**src/rtl/iic_req_arbiter.sv**
```systemverilog
// iic_req_arbiter: shares one iic_drive instance among N_REQ requesters.
// Winner selection is round-robin by default. Defining IIC_ARB_FIXED_PRIO_EN switches to
// fixed priority, where the lowest index wins and the pointer stays at 0.
// The driver's busy/err come from the slower clk_i domain and are double-flopped here.
module iic_req_arbiter #(
  parameter int unsigned N_REQ    = 3,
  parameter int unsigned START_TO = 255,
  parameter int unsigned BUSY_TO  = 65535
) (
  input  logic                  clk_8m,
  input  logic                  rst_n,
  input  logic [N_REQ-1:0]      req,
  input  logic [N_REQ-1:0]      req_wr_rd,
  input  logic [8*N_REQ-1:0]    req_dev_addr,
  input  logic [16*N_REQ-1:0]   req_reg,
  input  logic [8*N_REQ-1:0]    req_wdata,
  output logic [N_REQ-1:0]      gnt,
  output logic [N_REQ-1:0]      done,
  output logic                  done_err,
  output logic [7:0]            rd_data_out,
  output logic                  arb_busy,
  output logic                  start_en,
  output logic                  wr_rd_flag,
  output logic [7:0]            i2c_device_addr,
  output logic [15:0]           register,
  output logic [7:0]            data_byte,
  input  logic                  busy,
  input  logic                  err,
  input  logic [7:0]            rd_data
);

  localparam int unsigned      PtrW    = (N_REQ > 1) ? $clog2(N_REQ) : 1;
  localparam logic [15:0]      StartTo = 16'(START_TO);
  localparam logic [15:0]      BusyTo  = 16'(BUSY_TO);
  localparam logic [N_REQ-1:0] GntBase = N_REQ'(1);
  localparam logic [PtrW-1:0]  LastIdx = PtrW'(N_REQ - 1);

  typedef enum logic [1:0] {StIdle, StStart, StWait, StDone} state_e;

  state_e          state_q;
  logic [PtrW-1:0] ptr_q;
  logic [PtrW-1:0] gnt_idx_q;
  logic [15:0]     cnt_q;
  logic [15:0]     cnt_inc;
  logic            busy_meta_q, busy_s_q;
  logic            err_meta_q, err_s_q;
  logic            err_lat_q;
  logic            err_next;
  logic            win_found;
  logic [PtrW-1:0] win_idx;
  logic [PtrW-1:0] scan_idx;
  int unsigned     scan_pos;

  assign cnt_inc  = (cnt_q == 16'hFFFF) ? cnt_q : cnt_q + 16'd1;
  assign err_next = err_lat_q | err_s_q;
  assign arb_busy = (state_q != StIdle);

  // Two-flop synchronisers for the driver's clk_i-domain status
  always_ff @(posedge clk_8m or negedge rst_n) begin
    if (!rst_n) begin
      busy_meta_q <= 1'b0;
      busy_s_q    <= 1'b0;
      err_meta_q  <= 1'b0;
      err_s_q     <= 1'b0;
    end else begin
      busy_meta_q <= busy;
      busy_s_q    <= busy_meta_q;
      err_meta_q  <= err;
      err_s_q     <= err_meta_q;
    end
  end

  // Winner search: first set request at or above ptr_q, wrapping around.
  // In fixed-priority builds ptr_q is held at 0, so the scan starts at index 0.
  always_comb begin
    win_found = 1'b0;
    win_idx   = '0;
    scan_pos  = 0;
    scan_idx  = '0;
    for (int unsigned i = 0; i < N_REQ; i++) begin
      scan_pos = 32'(ptr_q) + i;
      if (scan_pos >= N_REQ) begin
        scan_pos = scan_pos - N_REQ;
      end
      scan_idx = PtrW'(scan_pos);
      if (!win_found && req[scan_idx]) begin
        win_found = 1'b1;
        win_idx   = scan_idx;
      end
    end
  end

  // Main FSM: grant, driver handshake with timeouts, completion and pointer update
  always_ff @(posedge clk_8m or negedge rst_n) begin
    if (!rst_n) begin
      state_q         <= StIdle;
      ptr_q           <= '0;
      gnt_idx_q       <= '0;
      cnt_q           <= '0;
      err_lat_q       <= 1'b0;
      gnt             <= '0;
      done            <= '0;
      done_err        <= 1'b0;
      rd_data_out     <= '0;
      start_en        <= 1'b0;
      wr_rd_flag      <= 1'b0;
      i2c_device_addr <= '0;
      register        <= '0;
      data_byte       <= '0;
    end else begin
      done     <= '0;
      done_err <= 1'b0;
      cnt_q    <= cnt_inc;
      unique case (state_q)
        StIdle: begin
          cnt_q     <= '0;
          err_lat_q <= 1'b0;
          if (win_found) begin
            gnt             <= GntBase << win_idx;
            gnt_idx_q       <= win_idx;
            wr_rd_flag      <= req_wr_rd[win_idx];
            i2c_device_addr <= req_dev_addr[{win_idx, 3'b000} +: 8];
            register        <= req_reg[{win_idx, 4'b0000} +: 16];
            data_byte       <= req_wdata[{win_idx, 3'b000} +: 8];
            start_en        <= 1'b1;
            state_q         <= StStart;
          end
        end
        StStart: begin
          if (busy_s_q) begin
            start_en  <= 1'b0;
            err_lat_q <= 1'b0;
            cnt_q     <= '0;
            state_q   <= StWait;
          end else if (cnt_inc == StartTo) begin
            // Driver never acknowledged: report as an error
            start_en <= 1'b0;
            cnt_q    <= '0;
            done     <= gnt;
            done_err <= 1'b1;
            state_q  <= StDone;
          end
        end
        StWait: begin
          err_lat_q <= err_next;
          if (!busy_s_q) begin
            cnt_q    <= '0;
            done     <= gnt;
            done_err <= err_next;
            // Keep the previous read byte on errors or writes
            if (wr_rd_flag && !err_next) begin
              rd_data_out <= rd_data;
            end
            state_q <= StDone;
          end else if (cnt_inc == BusyTo) begin
            cnt_q    <= '0;
            done     <= gnt;
            done_err <= 1'b1;
            state_q  <= StDone;
          end
        end
        StDone: begin
          gnt     <= '0;
          cnt_q   <= '0;
`ifdef IIC_ARB_FIXED_PRIO_EN
          ptr_q   <= '0;
`else
          ptr_q   <= (gnt_idx_q == LastIdx) ? '0 : gnt_idx_q + 1'b1;
`endif
          state_q <= StIdle;
        end
        default: state_q <= StIdle;
      endcase
    end
  end

endmodule
```
**config.mk**
```make
export PLATFORM = sky130hd
export DESIGN_NAME = iic_req_arbiter
export DESIGN_NICKNAME = d
export VERILOG_FILES = /design/src/rtl/iic_req_arbiter.sv
export SDC_FILE = /design/constraint.sdc
export NUM_CORES = 1
export LEC_CHECK = 0
export CORE_ASPECT_RATIO = 1.1
export CORE_MARGIN = 1
export CORE_UTILIZATION = 35
export CTS_BUF_LIST = sky130_fd_sc_hd__clkbuf_4
export DETAILED_ROUTE_END_ITERATION = 6
export PLACE_DENSITY_LB_ADDON = 0.08
export SLEW_MARGIN = 20
export SYNTH_ARGS = -nofsm -noshare
export SYNTH_HDL_FRONTEND = slang
export SYNTH_SLANG_ARGS = --single-unit
```
**constraint.sdc**
```tcl
create_clock -name clk_8m -period 2.9 [get_ports clk_8m]
set_input_delay 0.29 -clock clk_8m [delete_from_list [all_inputs] [get_ports clk_8m]]
set_output_delay 0.29 -clock clk_8m [all_outputs]
set_load 0.1 [all_outputs]
```
==> reports/metrics.cfg <==
[critical_path]
worstPathArrival_ns=3.09
worstPathRequired_ns=3.25
critPathKind=register to register
worst_setup_path_end_kind=register
critPathLaunchType=register
r2r.worst_path.cells=9
path_max_fanout=4

[global_route]
grt_max_degree=77
grt-ovfl-total=0
antenna_found_initial=0
first_global_vias=3955
grt_pass1_wl_mm=19.3
track_usage=0.205

[synthesis]
syn-instance-count=440
seq_area_frac_synth=0.469
synth_warnings=0
syn_nets=562
async_flop_share=1.00
synth_area_mm2=0.00405
synthFlopType=dfrtp_1
synth_seq_cells=76
synth_cell_type_count=57
syn_area_per_cell_um2=9.21
synth_edf_count=0

[clock_tree]
cts.sinks=76
cts_root_buffer=clkbuf_4
cts_buffers=9
holdBufCountCts=0
clk_pin_slew_ns=0.11
cts_max_level=3
clk_path_buf_depth=2
cts_tree=done
clk_latency_ns=0.41

[cells_and_area]
drive_gt1_frac=0.205
antenna_cells=0
syn2layout_area_growth_pct=46.9
num-nets-final=728
instances_no_fill=757

[flow_run]
cap_violations=0

[route]
wl_per_cell_um=16.1
drc=0
vias=3891
viasPerCell=5.14
ant_nets=0
drtIter0Drc=111
firstDrtPassIters=4
drt-total-wl_mm=12.2

[floorplanning]
io_pins=164
dieWidth_um=105
row_count=40
core_area_mm2=0.0111
die_h_um=115
initial_utilization=0.365
die-area_mm2=0.0120

[sta]
maxSlewHeadroom=0.349
tightest_slew_ns=0.977
fmax_ghz=0.364
drv_slew=0
setup_viol=0
clock_skew_ns=0.0114
finalWorstPathRequiredPeriod_ns=2.74
post-route-period-util=0.946
finalWorstSetupSlack_ns=0.156
fin_tns_setup_ns=0
fin_hold_ws_ns=0.0125
finalHoldViolCount=0

[power_and_ir_drop]
p_leak_nw=2.45
p_per_area_mw_per_mm2=1160
vdd_drop_max_mv=0.654
p_total_mw=6.93

[min_path]
hp-class=input pin to async pin

[placement]
portBuffers=163
dpl.hpwl_mm=9.41
dp_slack_ns=0.0338
place_congestion=0.921
place_inst=740

[status]
outcome=complete, no violations

repair_timing:
item                                   CTS  global route
endpoints found under the hold margin    0             0
setup endpoints to repair                1            22
gates resized for setup                  1            11
setup buffers                            0             2
pin swaps                                0             6
final timing paths:
path                                 startpoint  slack (ns)                      end
setup reg to reg             cnt_q[1]$_DFF_PN0_        0.16       done_err$_DFF_PN0_
min in group clk_8m                        busy        0.31    busy_meta_q$_DFF_PN0_
hold / removal                            rst_n        0.01     ptr_q[0]$_DFFE_PN0P_
max in group asynchronous                 rst_n        2.24  register[1]$_DFFE_PN0P_
setup / recovery             cnt_q[1]$_DFF_PN0_        0.16       done_err$_DFF_PN0_
hold reg to reg            err_meta_q$_DFF_PN0_        0.36        err_s_q$_DFF_PN0_
logic make-up (layout without fill, tap and decap cells):
kind of cell | after synthesis | count (layout) | share of synthesized area
buf+inv | 44 | 214 | 0.0485
flops | 76 | 76 | 0.469
mux | 13 | 13 | 0.0349
xor+xnor | 6 | 6 | 0.0130
compound gates | 120 | 120 | 0.206
fa+ha+maj | 10 | 10 | 0.0296
simple gates | 171 | 171 | 0.199
worst max-delay path: stages (launching register included):
cell and delay (ns):
dfrtp_1 0.45, ha_4 0.29, nor3b_2 0.16, and3_1 0.19
nor2_1 0.04, o32a_1 0.36, or3_1 0.38, or4_4 0.44
a31oi_4 0.21, a21boi_2 0.17
registers in the layout (all words and copies together), names as in the netlist, 2 cells and up:
register,flops
state_q,2
gnt,3
rd_data_out,8
register,16
ptr_q,2
i2c_device_addr,8
done,3
data_byte,8
cnt_q,16
gnt_idx_q,2
cells in the final DEF, fill, tap and decap left out, types with 11 or more instances in the layout:
cell               n
nor3_1            14
nor2_1            48
buf_4             70
nand2_1           49
clkbuf_4          11
nor2_2            13
inv_1             15
a31oi_1           39
clkdlybuf4s50_1  112
a22oi_1           36
dfrtp_1           76
layout make-up:
class                   instances  area, um^2
flip-flops and latches         76        1900
inverters                      15        56.3
well taps                     147         184
repair buffers                184        1690
multi-input cells             320        2030
clock inverters                 4        17.5
fillers                      1055        5160
clock buffers                  11        82.6
per-stage QoR:
step / util / area (um^2)
finish: 0.536 / 5950
global route: 0.536 / 5950
CTS: 0.530 / 5890
detailed placement: 0.520 / 5780
global placement: 0.520 / 5780
floorplan: - / 4050
synthesized netlist by cell type (all sizes together), types with 3 or more instances:
library cell / count / share of area
a22oi: 36 / 0.067
o21ai: 9 / 0.011
o211ai: 3 / 0.0056
a31oi: 40 / 0.063
ha: 8 / 0.025
mux2i: 4 / 0.0099
nand4: 4 / 0.0062
nor3: 15 / 0.019
dfrtp: 76 / 0.47
nor2: 62 / 0.064
and3: 7 / 0.011
nand3: 8 / 0.0099
buf: 9 / 0.016
a21oi: 9 / 0.011
o22ai: 4 / 0.0062
xnor2: 4 / 0.0086
and2: 5 / 0.0077
mux2: 9 / 0.025
clkbuf: 20 / 0.019
and4: 4 / 0.0086
nand2: 50 / 0.047
inv: 15 / 0.014
nor4: 5 / 0.0077
per-layer routing:
metal,vias to the layer above,track usage,part of all wire
met2,124,0.378,0.51
met4,0,0.0845,0.020
met1,1817,0.221,0.40
li1,1930,-,-
met5,-,0,0
met3,20,0.0584,0.070
power by group:
part | switching, mW | internal [mW]
clock network | 0.336 | 0.183
registers | 0.243 | 1.44
logic | 3.53 | 1.20
total | 4.11 | 2.82
No activity file was read; power rests on OpenSTA's default activity.
